### src/rtl/obstacle_pool_pkg.sv
// Shared geometry constants and the per-slot obstacle record for the obstacle pool.
package obstacle_pool_pkg;

    localparam int CW               = 12;
    localparam int IWIDTH_DEF       = 12;
    localparam int D_WIDTH_DEF      = 640;
    localparam int FLOOR_Y_DEF      = 400;
    localparam int CACTUS_HMIN_DEF  = 16;
    localparam int BIRD_H_DEF       = 8;
    localparam int BIRD_YMAX_DEF    = 380;

    typedef logic signed [CW-1:0] coord_t;

    typedef struct packed {
        logic   active;
        logic   bird;
        coord_t x;
        coord_t y;
        coord_t hh;
    } slot_t;

    function automatic coord_t to_coord(input int v);
        return coord_t'(v);
    endfunction

endpackage

### src/rtl/lfsr16.sv
// 16-bit Fibonacci LFSR (taps 16,14,13,11) that steps only when enabled.
module lfsr16 #(
    parameter logic [15:0] SEED = 16'hACE1
) (
    input  logic       i_clk,
    input  logic       i_rst,
    input  logic       en_i,
    output logic [7:0] rnd_o
);

    logic [15:0] state_q, state_d;

    always_comb begin
        state_d = state_q;
        if (en_i) begin
            state_d = {state_q[14:0], state_q[15] ^ state_q[13] ^ state_q[12] ^ state_q[10]};
        end
    end

    always_ff @(posedge i_clk) begin
        if (i_rst) begin
            state_q <= SEED;
        end else begin
            state_q <= state_d;
        end
    end

    // Only the low byte drives obstacle selection.
    assign rnd_o = state_q[7:0];

endmodule

### src/rtl/obstacle_pool.sv
// Pool of scrolling obstacles: spawns cacti/birds at the right edge, scrolls them
// left at a ramping speed and retires them once they leave the screen.
module obstacle_pool
    import obstacle_pool_pkg::*;
#(
    parameter int          N_OBS       = 3,
    parameter int          IWIDTH      = IWIDTH_DEF,
    parameter int          D_WIDTH     = D_WIDTH_DEF,
    parameter int          FLOOR_Y     = FLOOR_Y_DEF,
    parameter int          CACTUS_HMIN = CACTUS_HMIN_DEF,
    parameter int          BIRD_H      = BIRD_H_DEF,
    parameter int          BIRD_YMAX   = BIRD_YMAX_DEF,
    parameter int          MIN_GAP     = 160,
    parameter int          WAIT_MIN    = 40,
    parameter int          VEL_INIT    = 2,
    parameter int          VEL_MAX     = 8,
    parameter int          RAMP_FRAMES = 600,
    parameter logic [15:0] SEED        = 16'hACE1
) (
    input  logic                  i_clk,
    input  logic                  i_rst,
    input  logic                  i_ani_stb,
    input  logic                  i_animate,
    input  logic                  i_grace,
    output logic [CW*N_OBS-1:0]   o_x1,
    output logic [CW*N_OBS-1:0]   o_x2,
    output logic [CW*N_OBS-1:0]   o_y1,
    output logic [CW*N_OBS-1:0]   o_y2,
    output logic [N_OBS-1:0]      o_active,
    output logic [N_OBS-1:0]      o_type,
    output logic [3:0]            o_vel,
    output logic                  o_spawn
);

    localparam coord_t SPAWN_X  = to_coord(D_WIDTH + IWIDTH);
    localparam coord_t RETIRE_X = to_coord(-IWIDTH - 1);
    localparam coord_t GAP_X    = to_coord(D_WIDTH - MIN_GAP - IWIDTH);
    localparam coord_t HALF_W   = to_coord(IWIDTH);

    slot_t       slot_q [N_OBS];
    slot_t       slot_d [N_OBS];
    logic [15:0] timer_q, timer_d;
    logic [15:0] cnt_q, cnt_d;
    logic [3:0]  vel_q, vel_d;
    logic        spawn_q;

    logic        frame, spawn_go, gap_ok, any_free, placed;
    logic [7:0]  rnd;
    coord_t      nib, nib_x4, vel_c, cactus_hh;
    slot_t       new_slot;
    logic [15:0] reload;

    assign frame = i_ani_stb & i_animate;

    lfsr16 #(.SEED(SEED)) u_lfsr (
        .i_clk (i_clk),
        .i_rst (i_rst),
        .en_i  (frame),
        .rnd_o (rnd)
    );

    // New obstacle drawn from the LFSR value present at frame start.
    always_comb begin
        nib       = {{(CW-4){1'b0}}, rnd[3:0]};
        nib_x4    = {{(CW-6){1'b0}}, rnd[3:0], 2'b00};
        cactus_hh = to_coord(CACTUS_HMIN) + nib;
        reload    = 16'(WAIT_MIN) + {10'b0, rnd[7:5], 3'b000};

        new_slot.active = 1'b1;
        new_slot.bird   = rnd[4];
        new_slot.x      = SPAWN_X;
        if (rnd[4]) begin
            new_slot.hh = to_coord(BIRD_H);
            new_slot.y  = to_coord(BIRD_YMAX) - nib_x4;
        end else begin
            new_slot.hh = cactus_hh;
            new_slot.y  = to_coord(FLOOR_Y) - cactus_hh;
        end
    end

    always_comb begin
        vel_c    = {{(CW-4){1'b0}}, vel_q};
        gap_ok   = 1'b1;
        any_free = 1'b0;
        for (int k = 0; k < N_OBS; k++) begin
            if (!slot_q[k].active) begin
                any_free = 1'b1;
            end else if ($signed(slot_q[k].x) > $signed(GAP_X)) begin
                gap_ok = 1'b0;
            end
        end
        spawn_go = frame & ~i_grace & (timer_q == '0) & any_free & gap_ok;

        // Retiring slots are still active here, so they can never take the spawn.
        placed = 1'b0;
        for (int k = 0; k < N_OBS; k++) begin
            slot_d[k] = slot_q[k];
            if (slot_q[k].active) begin
                if ($signed(slot_q[k].x) <= $signed(RETIRE_X)) begin
                    slot_d[k].active = 1'b0;
                end else begin
                    slot_d[k].x = slot_q[k].x - vel_c;
                end
            end else if (spawn_go && !placed) begin
                slot_d[k] = new_slot;
                placed    = 1'b1;
            end
        end

        timer_d = timer_q;
        if (!i_grace) begin
            if (timer_q != '0) begin
                timer_d = timer_q - 16'd1;
            end else if (spawn_go) begin
                timer_d = reload;
            end
        end

        cnt_d = cnt_q + 16'd1;
        vel_d = vel_q;
        if (cnt_q == 16'(RAMP_FRAMES - 1)) begin
            cnt_d = '0;
            if (vel_q < 4'(VEL_MAX)) begin
                vel_d = vel_q + 4'd1;
            end
        end
    end

    // Slot geometry is don't-care while inactive, so only the active flags reset.
    always_ff @(posedge i_clk) begin
        if (i_rst) begin
            for (int k = 0; k < N_OBS; k++) begin
                slot_q[k].active <= 1'b0;
            end
            timer_q <= 16'(WAIT_MIN);
            cnt_q   <= '0;
            vel_q   <= 4'(VEL_INIT);
            spawn_q <= 1'b0;
        end else begin
            spawn_q <= spawn_go;
            if (frame) begin
                slot_q  <= slot_d;
                timer_q <= timer_d;
                cnt_q   <= cnt_d;
                vel_q   <= vel_d;
            end
        end
    end

    always_comb begin
        o_x1     = '0;
        o_x2     = '0;
        o_y1     = '0;
        o_y2     = '0;
        o_active = '0;
        o_type   = '0;
        for (int k = 0; k < N_OBS; k++) begin
            o_active[k] = slot_q[k].active;
            if (slot_q[k].active) begin
                o_x1[CW*k +: CW] = slot_q[k].x - HALF_W;
                o_x2[CW*k +: CW] = slot_q[k].x + HALF_W;
                o_y1[CW*k +: CW] = slot_q[k].y - slot_q[k].hh;
                o_y2[CW*k +: CW] = slot_q[k].y + slot_q[k].hh;
                o_type[k]        = slot_q[k].bird;
            end
        end
    end

    assign o_vel   = vel_q;
    assign o_spawn = spawn_q;

endmodule
### config.mk
export PLATFORM = sky130hd
export DESIGN_NAME = obstacle_pool
export DESIGN_NICKNAME = d
export VERILOG_FILES = /design/src/rtl/obstacle_pool_pkg.sv /design/src/rtl/lfsr16.sv /design/src/rtl/obstacle_pool.sv
export SDC_FILE = /design/constraint.sdc
export NUM_CORES = 1
export LEC_CHECK = 0
export BUFFER_PORTS_ARGS = -buffer_cell sky130_fd_sc_hd__buf_2
export CORE_MARGIN = 2
export CORE_UTILIZATION = 25
export DETAILED_ROUTE_END_ITERATION = 6
export PLACE_DENSITY = 0.54
export SYNTH_ARGS = -nofsm -noshare
export SYNTH_HDL_FRONTEND = slang
export SYNTH_SLANG_ARGS = --single-unit
### constraint.sdc
create_clock -name i_clk -period 6.29 [get_ports i_clk]
set_input_delay 0.9435 -clock i_clk [delete_from_list [all_inputs] [get_ports i_clk]]
set_output_delay 0.9435 -clock i_clk [all_outputs]
set_load 0.02 [all_outputs]
Yosys cells after proc, flatten, opt, wreduce, memory -nomap -nowiden
Cells that the tools add are included.
- output and inout port bits: 155
- memories: 0
- input bits: 5
- bits in writable memories: 0
- word-level logic and storage cells: 131
- bits in registers: 167
- bits in latches: 0
- bits in read-only memories: 0
- equality and inequality tests: 4
- multiplexer cells: 47
- reductions and logical operators: 18
- shift-type cells: 0
- bitwise gates (word level): 13
- div/mod/pow operators: 0
- order comparisons: 7
- $add $sub $neg: 22
- multiply operators: 0
- operator list (kind ; count):
    12-bit 2-to-1 mux ; 18
    38-bit 2-to-1 mux ; 3
    16-bit 2-to-1 mux ; 3
    12-bit adder ; 3
    12-bit by 5-bit adder with 12-bit output, second input constant ; 3
    12-bit by 10-bit greater-than comparator with 1-bit output, second input constant ; 3
    12-bit by 5-bit less-or-equal comparator with 1-bit output, second input constant ; 3
    12-bit subtractor ; 3
    12-bit by 5-bit subtractor with 12-bit output ; 3
    12-bit by 5-bit subtractor with 12-bit output, second input constant ; 3
    24-bit 2-to-1 mux ; 1
    4-bit AND reduction ; 6
    1-bit 2-to-1 mux ; 22
    9-bit by 6-bit subtractor with 10-bit output, first input constant ; 2
    16-bit by 1-bit adder with 16-bit output, second input constant ; 1
    16-bit by 10-bit == test with 1-bit output, second input constant ; 1
    16-bit logical NOT ; 1
    16-bit nonzero test ; 1
    16-bit by 1-bit subtractor with 16-bit output, second input constant ; 1
    2-bit nonzero test ; 4
    6-bit by 6-bit adder with 7-bit output, first input constant ; 1
    5-bit by 4-bit adder with 6-bit output, first input constant ; 1
    2-bit != test, second input constant ; 3
    3-bit AND reduction ; 2
    7 further kinds ; 19

Depth between registers and ports, before layout
Gate-level depths: netlist (run 1).
- depth after elaboration: 18
- gate-level depth with buffers: 10
- gate-level depth less buffers: 10

Cells and area by module
From an unflattened synthesis (run 1), not the netlist that was laid out.
- cell total of the unflattened synthesis: 1060
- area, all modules: 9106.2 um^2
- by module, submodules not included (module ; area each (um^2) ; seq. area each (um^2) ; cells each ; times used):
    obstacle_pool ; 8426.8 ; 3052.9 ; 997 ; 1
    lfsr16 ; 679.4 ; 320.3 ; 63 ; 1

Least setup slack after synthesis (run 1)
Ideal clock, no wire load.
- path kind: reg-to-reg
- start: register slot_q[27] (netlist name)
- end: register slot_q[12] (netlist name), enable pin
- path slack: 2.317 ns
- setup time: 0.422 ns
- stages on the path, launching flop included: 9
- clock period less this slack: 3.973 ns
- data arrival time: 3.551 ns
- data required time: 5.868 ns
- buffers on the path: 0
- cell sequence: edfxtp_1 > inv_1 > ha_1 > or3b_2 > a2111o_1 > o311ai_0 > and4b_4 > nand2_4 > nor4b_1
- cells in the longest elaborated chain, start to end: 13
- RTL lines (what ; RTL line ; text):
    from (decl) ; obstacle_pool.sv:40 ; slot_t slot_q [N_OBS];
    from (signal assigned) ; obstacle_pool.sv:142 ; slot_q <= slot_d;
    12-bit by 10-bit greater-than comparator with 1-bit output (*) ; obstacle_pool.sv:88 ; end else if ($signed(slot_q[k].x) > $signed(GAP_X)) begin
    1-bit 2-to-1 mux (*) ; obstacle_pool.sv:88 ;
    1-bit 2-to-1 mux (*) ; obstacle_pool.sv:86 ; if (!slot_q[k].active) begin
    1-bit bitwise AND (*) ; obstacle_pool.sv:92 ; spawn_go = frame & ~i_grace & (timer_q == '0) & any_free & gap_ok;
    1-bit 2-to-1 mux ; obstacle_pool.sv:104 ; end else if (spawn_go && !placed) begin
    1-bit 2-to-1 mux ; obstacle_pool.sv:98 ; if (slot_q[k].active) begin
    1-bit logical NOT ; obstacle_pool.sv:104 ;
    1-bit logical AND ; obstacle_pool.sv:104 ;
    1-bit 2-to-1 mux ; obstacle_pool.sv:104 ;
    1-bit 2-to-1 mux ; obstacle_pool.sv:98 ;
    1-bit logical NOT ; obstacle_pool.sv:104 ;
    1-bit logical AND (*) ; obstacle_pool.sv:104 ;
    4-bit AND reduction (no source line) (*) ; - ;
Every way passes the cells marked *; elsewhere a longest branch is shown, timed or not.
A chain may end at the register's enable or synchronous reset.

Final worst setup path (run 1)
- start: register slot_q[65] (netlist name)
- end: register slot_q[33] (netlist name), enable pin
- cells in the longest elaborated chain, start to end: 16
- RTL lines (what ; RTL line):
    12-bit by 10-bit greater-than comparator with 1-bit output (*) ; obstacle_pool.sv:88
    1-bit 2-to-1 mux (*) ; obstacle_pool.sv:88
    1-bit 2-to-1 mux (*) ; obstacle_pool.sv:86
    1-bit 2-to-1 mux ; obstacle_pool.sv:88
    1-bit 2-to-1 mux (*) ; obstacle_pool.sv:86
    1-bit bitwise AND (*) ; obstacle_pool.sv:92
    1-bit 2-to-1 mux ; obstacle_pool.sv:104
    1-bit 2-to-1 mux ; obstacle_pool.sv:98
    1-bit logical NOT ; obstacle_pool.sv:104
    1-bit logical AND ; obstacle_pool.sv:104
    1-bit 2-to-1 mux ; obstacle_pool.sv:104
    1-bit 2-to-1 mux ; obstacle_pool.sv:98
    1-bit logical NOT ; obstacle_pool.sv:104
    1-bit logical AND (*) ; obstacle_pool.sv:104
    2-bit nonzero test (no source line) (*) ; -
    4-bit AND reduction (no source line) (*) ; -
Marked as above.

==> results of run 1 <==
==> power by group through the flow <==
stage | combinational, W | clock, W | sequential (W)
6_report | 0.0000692 | 0.000968 | 0.000920
3_5_place_dp | 0.0000686 | 0 | 0.000938
5_1_grt | 0.0000785 | 0.00103 | 0.000921
2_1_floorplan | 0.0000638 | 0 | 0.000936
3_3_place_gp | 0.0000676 | 0 | 0.000938
4_1_cts | 0.0000699 | 0.000995 | 0.000920
==> worst max-delay path: cells and delay by family (launching register included) <==
family          cells  cell delay, ps
compound gates      3            1410
fa+ha+maj           1             160
buf+inv             1             170
flops               1             460
simple gates        3            1120
==> layout make-up <==
type                            count  area share
Antenna cell                        2    0.000465
Clock buffer                       21      0.0447
Clock inverter                     11     0.00918
Inverter                           56      0.0195
Multi-Input combinational cell    816       0.487
Sequential cell                   131       0.313
Tap cell                          468      0.0544
Timing Repair Buffer              149      0.0718
==> through the flow <==
step                instances  utilization  area, um^2  power [W]  setup slack, ps
floorplan                1093            -        9290   0.000999             2320
global placement         1620        0.280       10200    0.00101             2670
detailed placement       1620        0.280       10200    0.00101             2600
CTS                      1652        0.295       10800    0.00199             2570
global route             1653        0.296       10800    0.00203             2400
finish                   1654        0.296       10800    0.00196             2590
==> sequential cells by signal, indices dropped and copies added, names as in the netlist <==
register	flops
timer_q	16
o_spawn	1
cnt_q	16
u_lfsr.state_q	16
o_active	3
slot_q	75
o_vel	4
==> per-layer routing <==
| layer | wire length [um] | vias to the layer above |
|---|---|---|
| met2 | 11100 | 160 |
| met5 | 0 | - |
| met3 | 875 | 32 |
| met1 | 11600 | 3594 |
| li1 | - | 3824 |
| met4 | 581 | 0 |
==> final timing paths <==
path                   endpoint  slack, ps
max reg2reg          slot_q[33]       2590
min reg2reg  u_lfsr.state_q[12]        450
min          u_lfsr.state_q[12]        450
max                  slot_q[33]       2590
==> logic make-up after synthesis <==
| logic type | Yosys count |
|---|---|
| DFF | 131 |
| buffers and inverters | 146 |
| and+or+nand+nor | 471 |
| adders and majority gates | 62 |
| xor gates and xnor gates | 109 |
| AOI/OAI and AO/OA | 143 |
| muxes | 10 |
| other | 1 |
==> Yosys cell counts (all sizes together) (13+ instances only) <==
master / number
a21oi: 48
and2: 30
buf: 39
clkbuf: 51
dfxtp: 56
edfxtp: 75
ha: 56
inv: 54
nand2: 84
nand2b: 15
nand3: 34
nor2: 157
nor2b: 25
nor3: 53
o21a: 15
o21ai: 36
or3: 13
xnor2: 58
xor2: 51
==> results.sh, run 1 <==
export IMPL_track_usage=0.127
export IMPL_drv_cap=0
export IMPL_syn_inst=1073
export IMPL_fmax_mhz=270
export IMPL_hp_class="reg -> reg"
export IMPL_setup_tns_ps=0
export IMPL_num_io_pins=160
export IMPL_path_max_fanout=12
export IMPL_power_switching_w=0.000438
export IMPL_final_common_cell="nor2_1"
export IMPL_ctsHtreeMaxLevel=4
export IMPL_power_internal_w=0.00152
export IMPL_dp_hpwl_mm=18.2
export IMPL_fill_cells=3878
export IMPL_tightest_slew_ps=950
export IMPL_slowest_stage="a2111oi_4"
export IMPL_vias=7610
export IMPL_finalCriticalPeriod_ps=3700
export IMPL_power_frac_comb=0.035
export IMPL_status="finished, final reports clean"
export IMPL_viasPerCell=4.60
export IMPL_synth_area_mm2=0.00921
export IMPL_seq_area_frac_synth=0.366
export IMPL_most_common_layout_cells="nor2_1 (157), buf_2 (138), nand2_1 (83)"
export IMPL_synth_top_cell_by_area="edfxtp_1"
export IMPL_clk_pin_slew_ps=60
export IMPL_reg2regPathDepth=8
export IMPL_core_area_mm2=0.0364
export IMPL_grt_ovfl_total=0
export IMPL_grt_max_degree=43
export IMPL_dieArea_mm2=0.0384
export IMPL_crit_path_cell_trace="inv_1 -> ha_1 -> or4b_2 -> a211oi_1 -> o21ai_0 -> and4b_4 -> nand3_4 -> a2111oi_4"
export IMPL_worstSkewPairLatency_ps=420
export IMPL_die_h_um=196
export IMPL_crit_required_ps=6330
export IMPL_yosys_mux_area_fraction=0.0111
export IMPL_grtUsageMet3=0.0213
export IMPL_start_util=0.253
export IMPL_ctsHoldBuffers=0
export IMPL_finalMaxSlewViolations=0
export IMPL_p_per_area_mw_per_mm2=182
export IMPL_numClockSinks=131
export IMPL_max_stage_delay_ps=850
export IMPL_final_antenna_net_count=0
export IMPL_drtIter0Drc=479
export IMPL_numCtsBuffers=17
export IMPL_finalHoldViolCount=0
export IMPL_ys_types=68
export IMPL_setup_violations=0
export IMPL_p_seq_frac=0.470
export IMPL_reg2reg_from="slot_q[65]"
export IMPL_avgSynthCellArea_um2=8.58
export IMPL_critPathLaunch="slot_q[65]"
export IMPL_synthToLayoutAreaGrowth_pct=16.9
export IMPL_layout_nets=1238
export IMPL_wl_per_cell_um=14.6
export IMPL_leakage_nw=4.39
export IMPL_grtUsageMet2=0.206
export IMPL_cts_tree="built"
export IMPL_drt_drc_violations_left=0
export IMPL_synth_top_family_by_area="simple AND/OR/NAND/NOR gates"
export IMPL_vdd_drop_max_v=0.000177
export IMPL_netSwitchingFraction=0.224
export IMPL_synth_async_reset_ratio=0
export IMPL_post_cts_buffers=0
export IMPL_multi_input_area_mm2=0.00524
export IMPL_synth_edf_count=75
export IMPL_drive_above_1_share=0.167
export IMPL_rows=70
export IMPL_clockBufferDepth=2
export IMPL_use_met1=0.169
export IMPL_critPathKind="reg -> reg"
export IMPL_grt_pass1_vias=7363
export IMPL_hold_ws_ps=451
export IMPL_synth_area_leaders="edfxtp_1 (24%), dfxtp_1 (12%), ha_1 (7.6%)"
export IMPL_drt_pass1_iterations=5
export IMPL_rsz0062_at_grt="false"
export IMPL_grt_antenna_before_repair=1
export IMPL_regArea_mm2=0.00337
export IMPL_root_buffer="clkbuf_16"
export IMPL_synth_xor_area_frac=0.104
export IMPL_post_cts_resized=0
export IMPL_ys_warnings_count=0
export IMPL_busiest_layer="met2"
export IMPL_grt_pass1_wl_mm=39.0
export IMPL_synthAdderAreaFrac=0.0891
export IMPL_min_from="u_lfsr.state_q[11]"
export IMPL_skew_ps=7.45
export IMPL_synth_compound_area_frac=0.0998
export IMPL_max_slew_margin=0.362
export IMPL_finalCritPeriodShare=0.588
export IMPL_clock_power_share=0.495
export IMPL_worstPathArrival_ps=3740
export IMPL_synth_flop_cell="edfxtp_1"
export IMPL_end_kind="flop"
export IMPL_synth_seq_cells=131
export IMPL_worstHoldPathCells=2
export IMPL_gp_congestion=0.839
export IMPL_wirelength_mm=24.2
export IMPL_critical_path_startpoint_type="flop"
export IMPL_yosys_area_share_simple=0.255
export IMPL_die_width_um=196
export IMPL_synth_top_area_share=0.244
export IMPL_portBuffers=138
Power figures use the tool's default switching activity.
==> inputs of run 2 (changes only) <==
--- a/config.mk
+++ b/config.mk
@@ -9,7 +9,7 @@
 export CORE_MARGIN = 2
 export CORE_UTILIZATION = 25
 export DETAILED_ROUTE_END_ITERATION = 6
-export PLACE_DENSITY = 0.54
+export PLACE_DENSITY = 0.55
 export SYNTH_ARGS = -nofsm -noshare
 export SYNTH_HDL_FRONTEND = slang
 export SYNTH_SLANG_ARGS = --single-unit
==> constraint.sdc (replaced) <==
create_clock -name i_clk -period 3.1 [get_ports i_clk]
set_input_delay 0.465 -clock i_clk [delete_from_list [all_inputs] [get_ports i_clk]]
set_output_delay 0.465 -clock i_clk [all_outputs]
set_load 0.02 [all_outputs]
==> run 2 against run 1 <==
Against the previous run: the run now ends with design-rule violations left; clock skew grew 0.93 ps; clock power increased by 120%; sequential share of layout area shrank 1.2 points; critical path type unchanged.
==> results.sh, run 2 (same netlist as run 1, synthesis figures left out) <==
export IMPL_largest_register_ffs=75
export IMPL_regArea_mm2=0.00337
export IMPL_worstPathArrival_ps=3090
export IMPL_crit_required_ps=3230
export IMPL_fill_cells=3832
export IMPL_die_h_um=196
export IMPL_grt_antenna_before_repair=3
export IMPL_drt_drc_violations_left=2
export IMPL_num_antenna_cells=0
export IMPL_r2r_slack_ps=140
export IMPL_worstSkewPairLatency_ps=410
export IMPL_critical_path_startpoint_type="flop"
export IMPL_rsz0062_at_grt="false"
export IMPL_layout_nets=1273
export IMPL_vias=7754
export IMPL_start_util=0.253
export IMPL_root_buffer="clkbuf_16"
export IMPL_end_kind="flop"
export IMPL_status="finished with violations"
export IMPL_grt_ovfl_total=0
export IMPL_track_usage=0.128
export IMPL_critPathKind="reg -> reg"
export IMPL_numClockSinks=131
export IMPL_drive_above_1_share=0.197
export IMPL_p_per_area_mw_per_mm2=373
export IMPL_tightest_slew_ps=805
export IMPL_finalCritPeriodShare=0.954
export IMPL_finalHoldViolCount=0
export IMPL_num_io_pins=160
export IMPL_setup_violations=0
export IMPL_leakage_nw=4.59
export IMPL_synthToLayoutAreaGrowth_pct=21.6
export IMPL_clockBufferDepth=2
export IMPL_portBuffers=138
export IMPL_route_met2_wl_mm=11.5
export IMPL_grt_pass1_vias=7190
export IMPL_die_width_um=196
export IMPL_fmax_mhz=338
export IMPL_wirelength_mm=24.5
export IMPL_cts_tree="built"
export IMPL_drv_cap=0
export IMPL_skew_ps=8.38
export IMPL_grt_pass1_wl_mm=38.9
export IMPL_fin_util=0.307
export IMPL_multi_input_area_mm2=0.00531
export IMPL_grt_max_degree=43
export IMPL_power_w=0.00418
export IMPL_vdd_drop_max_v=0.000324
export IMPL_viasPerCell=4.60
export IMPL_most_common_layout_cells="nor2_1 (157), buf_2 (138), nand2_1 (83)"
export IMPL_wl_met3_mm=1.03
export IMPL_largest_register="slot_q"
export IMPL_drtIter0Drc=440
export IMPL_core_area_mm2=0.0364
export IMPL_hp_class="in -> reg"
export IMPL_rows=70
export IMPL_ctsHtreeMaxLevel=4
export IMPL_path_max_fanout=12
export IMPL_setup_tns_ps=0
export IMPL_finalCriticalPeriod_ps=2960
export IMPL_finalMaxSlewViolations=0
export IMPL_clk_pin_slew_ps=60
export IMPL_wl_met1_mm=11.7
export IMPL_gp_congestion=0.835
export IMPL_dieArea_mm2=0.0384
export IMPL_final_common_cell="nor2_1"
export IMPL_wl_per_cell_um=14.5
export IMPL_final_antenna_net_count=0
export IMPL_violations="design-rule violations"
export IMPL_dp_hpwl_mm=18.7
export IMPL_numCtsBuffers=17
export IMPL_dr_max_layer_used="met5"
export IMPL_drt_pass1_iterations=7
export IMPL_max_slew_margin=0.459
## run 2: cell count changes in the layout (fill, tap and decap cells not counted), moves of 2 or more
cell	change
inv_2	+2
inv_6	-2
nor4_4	+2
buf_12	+4
clkbuf_8	-2
buf_4	+31
bufinv_16	+4
nor4_1	-2
inv_1	-2
diode_2	-2
## run 2: repair_timing
item                                    4_1_cts  5_1_grt
gates resized for setup                       0        6
endpoints found under the setup margin        0        7
setup buffers                                 0        1
hold buffers                                  0        0
## run 2: path summary, 6_finish.rpt
| kind | end | cells after the start | start |
|---|---|---|---|
| max | slot_q[72] | 9 | slot_q[27] |
| min | u_lfsr.state_q[3] | 2 | i_rst |
| max reg2reg | slot_q[72] | 9 | slot_q[27] |
| min reg2reg | u_lfsr.state_q[9] | 2 | u_lfsr.state_q[9] |
## run 2: power breakdown
part | switching (W) | internal [W] | leakage [nW]
logic | 0.000103 | 0.0000444 | 3.13
clock network | 0.000744 | 0.00142 | 0.302
registers | 0.0000199 | 0.00185 | 1.16
total | 0.000867 | 0.00331 | 4.59
## run 2: area by class of cell
cell class                      instances  share of cell area
Clock buffer                           17              0.0380
Clock inverter                         14              0.0190
Inverter                               56              0.0188
Multi-Input combinational cell        816               0.474
Sequential cell                       131               0.301
Tap cell                              468              0.0523
Timing Repair Buffer                  184              0.0970
## run 2: metrics by stage
stage	worst slack (ps)	instances	hold slack, ps	instance area (um^2)
final	144	1686	446	11200
after global routing	3.45	1686	456	11200
after CTS	97.8	1685	433	11200
after detailed placement	139	1654	459	10500
after global placement	135	1654	441	10500
after floorplan	20.5	1093	432	9350
## run 2: critical path: stages, from the launching register on
cell and delay (ps):
edfxtp_1 390, inv_2 90, ha_1 130, or3b_2 440, a2111o_1 420, o311ai_1 170
and4b_4 380, nand2_4 110, a2111oi_4 360, buf_12 180
## run 2: routing by layer
metal | GRT usage | vias to the layer above
met5 | 0 | -
met4 | 0.0283 | 6
met3 | 0.0275 | 21
met2 | 0.208 | 145
met1 | 0.174 | 3693
li1 | - | 3889
==> inputs of run 3 (changes only) <==
--- a/config.mk
+++ b/config.mk
@@ -5,7 +5,8 @@
 export SDC_FILE = /design/constraint.sdc
 export NUM_CORES = 1
 export LEC_CHECK = 0
-export BUFFER_PORTS_ARGS = -buffer_cell sky130_fd_sc_hd__buf_2
+export BUFFER_PORTS_ARGS = -buffer_cell sky130_fd_sc_hd__buf_4
+export CAP_MARGIN = 30
 export CORE_MARGIN = 2
 export CORE_UTILIZATION = 25
 export DETAILED_ROUTE_END_ITERATION = 6
==> run 3 against run 2 <==
Against the previous run: the flow now finishes without violations; flip-flop and latch count stayed put; fmax is 1.5% lower; final cell count is 0.36% higher; clock skew is 2.1 ps lower; first-iteration DRC count is 0.23% higher; clock power hardly changed; critical path depth stayed put; hold slack better by 8.5 ps; sequential power hardly changed; sequential share of layout area is 1.0 points lower; critical endpoint is now slot_q[65]; largest power group unchanged.
==> results.sh, run 3 (same netlist as run 1, synthesis figures left out) <==
export IMPL_reg2regPathDepth=9
export IMPL_numClockSinks=131
export IMPL_ctsHoldBuffers=0
export IMPL_power_internal_w=0.00331
export IMPL_finalHoldViolCount=0
export IMPL_drt_drc_violations_left=0
export IMPL_dp_hpwl_mm=18.8
export IMPL_multi_input_area_mm2=0.00533
export IMPL_hold_ws_ps=455
export IMPL_clockBufferDepth=2
export IMPL_final_common_cell="buf_4"
export IMPL_largest_register_ffs=75
export IMPL_clk_pin_slew_ps=60
export IMPL_numCtsBuffers=17
export IMPL_grt_max_degree=51
export IMPL_slowest_stage="or3b_2"
export IMPL_wl_per_cell_um=14.9
export IMPL_grt_ovfl_total=0
export IMPL_netSwitchingFraction=0.209
export IMPL_crit_family="simple AND/OR/NAND/NOR gates"
export IMPL_num_antenna_cells=0
export IMPL_placed_cells=1655
export IMPL_leakage_nw=4.58
export IMPL_num_io_pins=160
export IMPL_reg2reg_to="slot_q[65]"
export IMPL_p_seq_frac=0.446
export IMPL_dieArea_mm2=0.0384
export IMPL_synthToLayoutAreaGrowth_pct=25.8
export IMPL_gp_congestion=0.818
export IMPL_finalCritPeriodShare=0.968
export IMPL_grt_pass1_vias=7366
export IMPL_setup_violations=0
export IMPL_worstPathArrival_ps=3130
export IMPL_fmax_mhz=333
export IMPL_power_switching_w=0.000875
export IMPL_path_max_fanout=6
export IMPL_critPathKind="reg -> reg"
export IMPL_r2r_slack_ps=100
export IMPL_final_cells=1692
export IMPL_fill_cells=3853
export IMPL_cts_tree="built"
export IMPL_root_buffer="clkbuf_16"
export IMPL_vias=7771
export IMPL_vdd_drop_max_v=0.000385
export IMPL_rows=70
export IMPL_layout_nets=1278
export IMPL_drive_above_1_share=0.201
export IMPL_final_antenna_net_count=0
export IMPL_power_frac_comb=0.036
export IMPL_ctsHtreeMaxLevel=4
export IMPL_finalMaxSlewViolations=0
export IMPL_setup_tns_ps=0
export IMPL_drt_pass1_iterations=5
export IMPL_max_stage_delay_ps=450
export IMPL_end_kind="flop"
export IMPL_regArea_mm2=0.00337
export IMPL_die_h_um=196
export IMPL_min_from="u_lfsr.state_q[11]"
export IMPL_status="finished, final reports clean"
export IMPL_portBuffers=138
export IMPL_holdPathEnd="u_lfsr.state_q[12]"
export IMPL_start_util=0.253
export IMPL_finalCriticalPeriod_ps=3000
export IMPL_viasPerCell=4.59
export IMPL_crit_required_ps=3230
export IMPL_most_common_layout_cells="buf_4 (186), nor2_1 (157), nand2_1 (83)"
export IMPL_grt_antenna_before_repair=0
export IMPL_reg2reg_from="slot_q[27]"
export IMPL_crit_path_cell_trace="inv_2 -> ha_1 -> or3b_2 -> a2111o_1 -> o311ai_2 -> and4b_4 -> nand2_8 -> a2111oi_4 -> buf_4"
export IMPL_die_width_um=196
export IMPL_critical_path_startpoint_type="flop"
export IMPL_clock_power_share=0.519
export IMPL_cp_num_buf_inv=2
export IMPL_core_area_mm2=0.0364
export IMPL_hp_class="reg -> reg"
export IMPL_tightest_slew_ps=713
export IMPL_largest_register="slot_q"
export IMPL_max_slew_margin=0.521
export IMPL_track_usage=0.129
export IMPL_fin_util=0.318
export IMPL_skew_ps=6.31
export IMPL_dpl_worst_slack_ps=69.2
export IMPL_worstSkewPairLatency_ps=410
export IMPL_worstHoldPathCells=2
export IMPL_grt_pass1_wl_mm=39.6
export IMPL_wirelength_mm=25.1
export IMPL_p_per_area_mw_per_mm2=362
export IMPL_setup_ws_ps=99.8
export IMPL_drtIter0Drc=441
export IMPL_drv_cap=0
-- run 3: metrics by stage --
| step | area, um^2 | power (W) |
|---|---|---|
| after CTS | 11500 | 0.00424 |
| after detailed placement | 10900 | 0.00205 |
| after floorplan | 9350 | 0.00203 |
| after global routing | 11600 | 0.00433 |
| final | 11600 | 0.00419 |
| after global placement | 10900 | 0.00205 |
-- run 3: final cells by class --
class	count	area share
clock buffers	18	0.0370
clock inverters	14	0.0183
flip-flops and latches	131	0.291
well taps	468	0.0505
inverters	56	0.0181
multi-input cells	816	0.460
repair buffers	189	0.125
-- run 3: timing repair --
item / in CTS / in global routing
setup buffers: 0 / 5
endpoints found under the setup margin: 0 / 30
gates resized for setup: 0 / 11
-- run 3: routing by layer --
metal | vias up | GRT usage | part of all wire
met3 | 10 | 0.0273 | 0.043
met4 | 0 | 0.0255 | 0.0066
met1 | 3704 | 0.178 | 0.48
met2 | 156 | 0.208 | 0.47
met5 | - | 0 | 0
li1 | 3901 | - | -
-- run 3: worst reg2reg max path: stages (launching register included) --
cell       delay (ps)
edfxtp_1          400
inv_2              90
ha_1              160
or3b_2            450
a2111o_1          390
o311ai_2          130
and4b_4           380
nand2_8           100
a2111oi_4         410
buf_4             210
-- run 3: how the worst max path moves through the flow --
stage | start | end | depth (start not counted)
2_1_floorplan | slot_q[65] | slot_q[24] | 8
3_3_place_gp | slot_q[65] | slot_q[68] | 9
3_5_place_dp | slot_q[65] | slot_q[73] | 9
4_1_cts | slot_q[65] | slot_q[72] | 9
5_1_grt | slot_q[1] | o_y2[31] | 9
6_report | slot_q[27] | slot_q[65] | 9
-- run 3: power by group through the flow --
stage	Sequential (W)	Combinational [W]	Clock (W)
global route	0.00187	0.000167	0.00230
finish	0.00187	0.000149	0.00217
floorplan	0.00190	0.000132	0
global placement	0.00190	0.000144	0
CTS	0.00187	0.000150	0.00222
detailed placement	0.00190	0.000149	0
